### config.mk
export PLATFORM = sky130hd
export DESIGN_NAME = vga_tile_driver
export DESIGN_NICKNAME = d
export VERILOG_FILES = /design/src/rtl/vga_tile_driver.sv
export SDC_FILE = /design/constraint.sdc
export NUM_CORES = 1
export LEC_CHECK = 0
export CORE_MARGIN = 5
export CORE_UTILIZATION = 30
export CTS_CLUSTER_SIZE = 20
export DETAILED_ROUTE_END_ITERATION = 16
export GPL_TIMING_DRIVEN = 1
export PLACE_DENSITY_LB_ADDON = 0.15
export SLEW_MARGIN = 25
export SYNTH_ARGS = -nofsm -noshare
export SYNTH_HDL_FRONTEND = slang
export SYNTH_SLANG_ARGS = --single-unit
### constraint.sdc
create_clock -name vga_clk -period 3.4 [get_ports vga_clk]
set_clock_uncertainty 0.1 [all_clocks]
set_input_delay 0.68 -clock vga_clk [delete_from_list [all_inputs] [get_ports vga_clk]]
set_output_delay 0.68 -clock vga_clk [all_outputs]
set_load 0.02 [all_outputs]
### src/rtl/vga_tile_driver.sv
// VGA raster timing generator with tile-mapped VRAM address scan; sync/blank delay-matched to RGB.
// Optional blinking tile cursor compiled in with `define VGA_CURSOR_EN.
module vga_tile_driver #(
    parameter int H_ACTIVE   = 640,
    parameter int H_FP       = 16,
    parameter int H_SYNC     = 96,
    parameter int H_BP       = 48,
    parameter int V_ACTIVE   = 480,
    parameter int V_FP       = 10,
    parameter int V_SYNC     = 2,
    parameter int V_BP       = 33,
    parameter int TILE_SHIFT = 3,
    parameter int ADDR_W     = 13,
    parameter int COLOR_W    = 4,
    parameter int RD_LAT     = 1,
    parameter bit SYNC_POL   = 1'b0
) (
    input  logic                   vga_clk,
    input  logic                   rst,
`ifdef VGA_CURSOR_EN
    input  logic [9:0]             cursor_x,
    input  logic [9:0]             cursor_y,
    input  logic [0:0]             cursor_en,
`endif
    input  logic [3*COLOR_W-1:0]   d_in,
    output logic [ADDR_W-1:0]      addr,
    output logic                   load_vram,
    output logic [COLOR_W-1:0]     r,
    output logic [COLOR_W-1:0]     g,
    output logic [COLOR_W-1:0]     b,
    output logic                   hs,
    output logic                   vs,
    output logic                   de,
    output logic                   frame_start
);

    localparam int H_TOTAL = H_ACTIVE + H_FP + H_SYNC + H_BP;
    localparam int V_TOTAL = V_ACTIVE + V_FP + V_SYNC + V_BP;
    localparam int HW      = $clog2(H_TOTAL + 1);
    localparam int VW      = $clog2(V_TOTAL + 1);
    localparam int TPR     = H_ACTIVE >> TILE_SHIFT;

    localparam logic [HW-1:0] H_LAST = HW'(H_TOTAL - 1);
    localparam logic [HW-1:0] H_ACT  = HW'(H_ACTIVE);
    localparam logic [HW-1:0] HS_BEG = HW'(H_ACTIVE + H_FP);
    localparam logic [HW-1:0] HS_END = HW'(H_ACTIVE + H_FP + H_SYNC);
    localparam logic [VW-1:0] V_LAST = VW'(V_TOTAL - 1);
    localparam logic [VW-1:0] V_ACT  = VW'(V_ACTIVE);
    localparam logic [VW-1:0] VS_BEG = VW'(V_ACTIVE + V_FP);
    localparam logic [VW-1:0] VS_END = VW'(V_ACTIVE + V_FP + V_SYNC);

    typedef struct packed {
        logic vis;
        logic hs;
        logic vs;
        logic fs;
    } tap_t;

    logic [HW-1:0]        h_cnt;
    logic [VW-1:0]        v_cnt;
    logic                 vis;
    logic                 cur_hit;
    logic                 frame_wrap;
    logic [31:0]          tile_col;
    logic [31:0]          tile_row;
    tap_t                 tap;
    tap_t [RD_LAT:0]      pipe;
    logic [RD_LAT-1:0]    cur_pipe;
    logic [3*COLOR_W-1:0] rgb_q;

    assign frame_wrap = (h_cnt == H_LAST) && (v_cnt == V_LAST);

    always_ff @(posedge vga_clk or posedge rst) begin
        if (rst) begin
            h_cnt <= '0;
            v_cnt <= '0;
        end else if (h_cnt == H_LAST) begin
            h_cnt <= '0;
            v_cnt <= (v_cnt == V_LAST) ? '0 : v_cnt + 1'b1;
        end else begin
            h_cnt <= h_cnt + 1'b1;
        end
    end

    assign vis       = (h_cnt < H_ACT) && (v_cnt < V_ACT);
    assign load_vram = vis;
    assign tile_col  = 32'(h_cnt) >> TILE_SHIFT;
    assign tile_row  = 32'(v_cnt) >> TILE_SHIFT;
    assign addr      = vis ? ADDR_W'(tile_row * 32'(TPR) + tile_col) : '0;

`ifdef VGA_CURSOR_EN
    logic [5:0] frame_cnt;

    always_ff @(posedge vga_clk or posedge rst) begin
        if (rst)             frame_cnt <= '0;
        else if (frame_wrap) frame_cnt <= frame_cnt + 1'b1;
    end

    // frame_cnt[5] gives a 32-frames-on / 32-frames-off blink
    assign cur_hit = cursor_en[0] && frame_cnt[5] &&
                     (tile_col == 32'(cursor_x)) && (tile_row == 32'(cursor_y));
`else
    assign cur_hit = 1'b0;
`endif

    always_comb begin
        tap     = '0;
        tap.vis = vis;
        tap.hs  = (h_cnt >= HS_BEG) && (h_cnt < HS_END);
        tap.vs  = (v_cnt >= VS_BEG) && (v_cnt < VS_END);
        tap.fs  = (h_cnt == '0) && (v_cnt == '0);
    end

    // Stage k holds counter state from k+1 cycles ago; stage RD_LAT drives the pins.
    always_ff @(posedge vga_clk or posedge rst) begin
        if (rst) begin
            pipe     <= '0;
            cur_pipe <= '0;
        end else begin
            pipe[0]     <= tap;
            cur_pipe[0] <= cur_hit;
            for (int i = 1; i <= RD_LAT; i++) pipe[i] <= pipe[i-1];
            for (int i = 1; i < RD_LAT; i++)  cur_pipe[i] <= cur_pipe[i-1];
        end
    end

    // d_in for state t arrives during t+RD_LAT, matching stage RD_LAT-1
    always_ff @(posedge vga_clk or posedge rst) begin
        if (rst)
            rgb_q <= '0;
        else if (pipe[RD_LAT-1].vis)
            rgb_q <= cur_pipe[RD_LAT-1] ? ~d_in : d_in;
        else
            rgb_q <= '0;
    end

    assign r           = rgb_q[3*COLOR_W-1:2*COLOR_W];
    assign g           = rgb_q[2*COLOR_W-1:COLOR_W];
    assign b           = rgb_q[COLOR_W-1:0];
    assign hs          = pipe[RD_LAT].hs ^ ~SYNC_POL;
    assign vs          = pipe[RD_LAT].vs ^ ~SYNC_POL;
    assign de          = pipe[RD_LAT].vis;
    assign frame_start = pipe[RD_LAT].fs;

endmodule

Word-level counts from Yosys, hierarchy flattened
Index checks and enable logic that the tools add are counted.
{ "op_classes": {"add_sub_neg": 3, "mul": 1, "n_div": 0, "n_lt_le_gt_ge": 6, "n_eq_ne": 2, "shift": 0, "n_mux": 4, "n_bitwise": 2, "reduce_logical": 6} }
{ "op_table": {"columns": ["cell", "count"], "rows": [
  ["$add A10 B1 Y10 const B", 2],
  ["$eq A10 B10 Y1 const B", 2],
  ["$logic_not A10 Y1", 2],
  ["$lt A10 B10 Y1 const B", 2],
  ["$lt A10 B9 Y1 const B", 2],
  ["$mux W10", 2],
  ["$add A13 B7 Y13", 1],
  ["$mux W13", 1],
  ["$mux W12", 1],
  ["$ge A10 B10 Y1 const B", 1],
  ["$ge A10 B9 Y1 const B", 1],
  ["$mul A7 B3 Y9 const B", 1],
  ["$logic_and A1 B1 Y1", 4],
  ["$not A1 Y1", 2]
]} }
{ "word_totals": {"register_bits": 40, "latchBits": 0, "mem_bits_rw": 0, "mem_bits_ro": 0, "input_bits": 14, "n_memories": 0} }

Depth between registers and ports, before layout
{ "logic_depth": {"ltp_word": 3, "ltp_mapped": 8} }

Least setup slack after synthesis
OpenSTA, ideal clock, no wires.
{ "synth_timing": {"kind": "register to output", "startpoint": "reg v_cnt[4]", "endpoint": "out addr[12]", "arrival_time_ns": 2.391, "required_time_ns": 2.620, "slack_ns": 0.229, "path_stages_with_launch": 9, "cell_sequence": "dfrtp_1 -> ha_1 -> ha_1 -> fa_1 -> a21o_1 -> a21oi_1 -> xnor2_1 -> a31o_2 -> a21oi_1"} }
{ "synth_between": {"elab_chain_len": 3} }
{ "synth_rtl": {"columns": ["element", "line", "rtl"], "rows": [
  ["from (decl)", "60", "logic [VW-1:0] v_cnt;"],
  ["from (signal assigned)", "79", "v_cnt <= (v_cnt == V_LAST) ? '0 : v_cnt + 1'b1;"],
  ["$mul A7 B3 Y9 or $lt A10 B9 Y1 (tied branches)", "89, 85", null],
  ["$add A13 B7 Y13 or $logic_and A1 B1 Y1 (tied branches)", "89, 85", null],
  ["$mux W13 *", "89", "assign addr = vis ? ADDR_W'(tile_row * 32'(TPR) + tile_col) : '0;"],
  ["to (decl)", "26", "output logic [ADDR_W-1:0] addr,"]
]} }
Mark *: on every way between the ends. The rest lies on a longest branch, timed or not.

Worst setup path after layout
{ "layout_timing": {"startpoint": "reg v_cnt[6]", "endpoint": "out addr[12]"} }
The elaborated chain is that of the path after synthesis.

==> flow_summary_export.csv <==
group,metric,value,unit
outcome,status,"completed",
min_path,holdCritPathClass,"reg2reg",
clock_tree,cts_max_level,2,
logic_synthesis,synth-edff-count,0,
power,p_clk_share,43.5,%
detailed_routing,via_count,1686,
floorplan,rows,31,
timing,hold-worst-slack,260,ps
floorplan,die_w,95.1,um
setup_path,crit_type,"reg2out",
detailed_routing,antenna_left,0,
min_path,holdPathStages,0,
clock_tree,cts_buffers,5,
power,leakagePower,1.42,nW
logic_synthesis,ys_ff_latch,40,
detailed_routing,met1_length,2280,um
clock_tree,root_buffer,"clkbuf_8",
setup_path,r2r-end,"v_cnt[9]$_DFFE_PP0N_",
detailed_routing,routed_wl,4900,um
global_route,grt_overflow,0,
timing,setup_tns,0,ps
min_path,holdPathEnd,"frame_start$_DFF_PP0_",
timing,relSlewSlack,41.0,%
detailed_routing,dr.max_layer_used,"met4",
detailed_routing,viasPerCell,4.48,
setup_path,critPathTopFamily,"adder cells",
timing,clock.fmax,302,MHz
placement,dpl.hpwl,3590,um
floorplan,dieArea,9050,um^2
floorplan,num_io_pins,44,
power,p_int,0.000752,W
logic_synthesis,syn-instance-count,212,
logic_synthesis,yosysSeqAreaShare,46.0,%
logic_synthesis,async_flop_share,100,%
global_route,antenna_found_initial,0,
run,cap_violations,0,
global_route,grt_pass1_vias,1677,
timing,fin_crit,3310,ps
clock_tree,clk_pin_slew,80,ps
placement,dp_slack,-186,ps
setup_path,crit_slowest_cell,"dfrtp_1",
cells_and_area,drive_gt1_share,20.2,%
timing,tightest_slew,879,ps
cells_and_area,synthToLayoutAreaGrowth,40.2,%
power,switchingPower,0.000200,W
min_path,min-delay-start,"pipe[0]$_DFF_PP0_",
cells_and_area,fillers,732,
setup_path,worst-path-buf-inv,2,
power,p_sw_share,21.0,%
clock_tree,clockBufferDepth,2,
timing,final.setup.worst_slack,93.6,ps
power,power_density,312,nW/um^2
setup_path,cpMostUsedCell,"buf_4",
detailed_routing,drt-initial-drc-count,73,
setup_path,rrSetupSlack,1210,ps
global_route,grt_pass1_wl,8140,um
cells_and_area,diodes,0,
logic_synthesis,synth_fp_nets,245,
detailed_routing,wl_per_cell,13.0,um
logic_synthesis,syn_avg_cell_area,10.3,um^2
floorplan,coreArea,7140,um^2
detailed_routing,wl_met2,2300,um
setup_path,cp.required,2620,ps
floorplan,die_h,95.1,um
setup_path,r2r_start,"h_cnt[0]$_DFF_PP0_",
power,vdd_ir_drop_max,165,uV
detailed_routing,drc,0,
cells_and_area,fin_nets,309,
detailed_routing,wl_met3,239,um
setup_path,rr_worst_depth,6,
setup_path,arrival,2530,ps
setup_path,cpPeakStageDelay,420,ps
setup_path,worstSetupEndpointType,"output pin",
setup_path,critPathLaunchType,"register",
logic_synthesis,yosys_warnings,0,
power,seqPwrFrac,50.8,%
global_route,track_usage,11.6,%
placement,io_buffer_count,43,
detailed_routing,dr.pass1.iters,4,
timing,hold_violations,0,
global_route,grt_max_degree,41,
logic_synthesis,ys.flop_type,"dfrtp_1",
floorplan,start_util,30.5,%
timing,slew_viol_final,0,
cells_and_area,final_cell_area,3050,um^2
power,p_comb_share,5.6,%
setup_path,cp_max_fo,5,
logic_synthesis,synth_area,2170,um^2
setup_path,path_cells,"buf_4, ha_1, ha_4, nor2_1, nor3b_2, o22ai_2, a31o_2, a21oi_1, buf_4",
clock_tree,clkLatencyLatePin,290,ps
timing,setup-violations-final,0,
clock_tree,cts.sinks,40,
placement,place.gp.congestion,0.791,
timing,fin_crit_sh,97.2,%
clock_tree,cts_tree,"built",
placement,postPlaceCellArea,2830,um^2
logic_synthesis,yosysUniqueCellTypes,47,
==> power by group through the flow <==
stage	combinational [W]	clock (W)	sequential, W
3_5_place_dp	0.0000556	0	0.000493
6_report	0.0000536	0.000414	0.000484
4_1_cts	0.0000558	0.000427	0.000484
2_1_floorplan	0.0000118	0	0.000504
5_1_grt	0.0000587	0.000453	0.000484
3_3_place_gp	0.0000549	0	0.000494
==> worst max-delay path by stage <==
| stage | start | endpoint | slack [ps] | depth (start not counted) |
|---|---|---|---|---|
| 6_report | v_cnt[6]$_DFFE_PP0N_ | addr[12] | 90 | 9 |
| 5_1_grt | v_cnt[5]$_DFFE_PP0N_ | addr[12] | -20 | 9 |
| 4_1_cts | v_cnt[4]$_DFFE_PP0N_ | addr[11] | -110 | 9 |
| 2_1_floorplan | v_cnt[4]$_DFFE_PP0N_ | addr[12] | 230 | 8 |
| 3_5_place_dp | v_cnt[4]$_DFFE_PP0N_ | addr[12] | -190 | 9 |
| 3_3_place_gp | v_cnt[4]$_DFFE_PP0N_ | addr[12] | -140 | 9 |
==> worst reg2reg max path, delay by kind of cell (launching register included) <==
family | cells | cell delay [ps]
flops | 1 | 410
mux | 1 | 180
simple gates | 4 | 1180
fa+ha+maj | 1 | 250
==> layout by cell type, fill, tap and decap left out, types with 3 or more instances in the layout <==
master / Yosys / layout
and2_1: 17 / 17
nand3_1: 9 / 9
nor2_1: 20 / 19
clkdlybuf4s50_1: 0 / 37
inv_1: 12 / 12
xnor2_1: 9 / 8
nor4_1: 5 / 4
nor2b_1: 3 / 3
buf_4: 0 / 21
nand4_1: 4 / 4
nand2_1: 15 / 15
nor2_2: 2 / 3
nor3_1: 4 / 4
xor2_1: 8 / 8
o21ai_0: 9 / 9
a21o_1: 3 / 3
dfrtp_1: 40 / 39
clkbuf_8: 0 / 6
ha_1: 17 / 13
ha_4: 0 / 4
==> timing repair <==
action	CTS	global route
setup buffers	0	1
pin swaps	0	6
endpoints found under the setup margin	5	5
hold buffers	0	0
resized for setup	12	18
==> metal layers <==
| metal | global-route usage (%) | vias up |
|---|---|---|
| li1 | - | 851 |
| met1 | 15.4 | 793 |
| met2 | 18.7 | 34 |
| met3 | 2.45 | 8 |
| met4 | 4.33 | 0 |
| met5 | 0 | - |
==> cell usage after synthesis, drive strengths merged, types with 2 or more instances <==
library cell,number,share of area [%]
nor4,5,1.4
inv,12,2.1
nand2,15,2.6
nor2,22,4.0
ha,17,9.8
xnor2,9,3.6
a21o,3,1.0
and2,17,4.9
nand4,4,1.2
nand3,10,2.9
a21oi,3,0.69
nor3,5,1.4
fa,2,1.8
or3,2,0.81
xor2,8,3.2
dfrtp,40,46
buf,2,0.75
nand2b,2,0.92
o21ai,9,2.1
clkbuf,4,0.98
nor2b,3,0.86
==> through the flow <==
step / instances / util, % / power [W]
2_1_floorplan: 212 / - / 0.000515
3_3_place_gp: 367 / 39.7 / 0.000549
3_5_place_dp: 367 / 39.7 / 0.000549
4_1_cts: 375 / 41.3 / 0.000967
5_1_grt: 376 / 42.7 / 0.000996
6_report: 376 / 42.7 / 0.000952
==> cell families (layout without fill, tap and decap cells) <==
kind of cell    after synthesis  in the layout  synth area share, %
flops                        40             40                 46.0
simple gates                 93             93                 24.0
buf+inv                      18             83                 3.80
compound gates               23             23                 6.73
xor+xnor                     17             17                 6.85
fa+ha+maj                    19             19                 11.6
mux                           2              2                0.978
==> registers in the layout, indices dropped and copies added (netlist names) <==
register / count
frame_start: 1
rgb_q: 12
pipe: 6
v_cnt: 10
de: 1
h_cnt: 10
==> cell type report <==
cell class | count | area [um^2] | area share (%)
Clock buffer | 6 | 82.6 | 2.71
Multi-Input combinational cell | 154 | 1180 | 38.7
Sequential cell | 40 | 1000 | 32.9
Inverter | 12 | 45.0 | 1.48
Tap cell | 99 | 124 | 4.06
Timing Repair Buffer | 63 | 576 | 18.9
Clock inverter | 2 | 38.8 | 1.27
No activity file was read; power rests on OpenSTA's default activity.
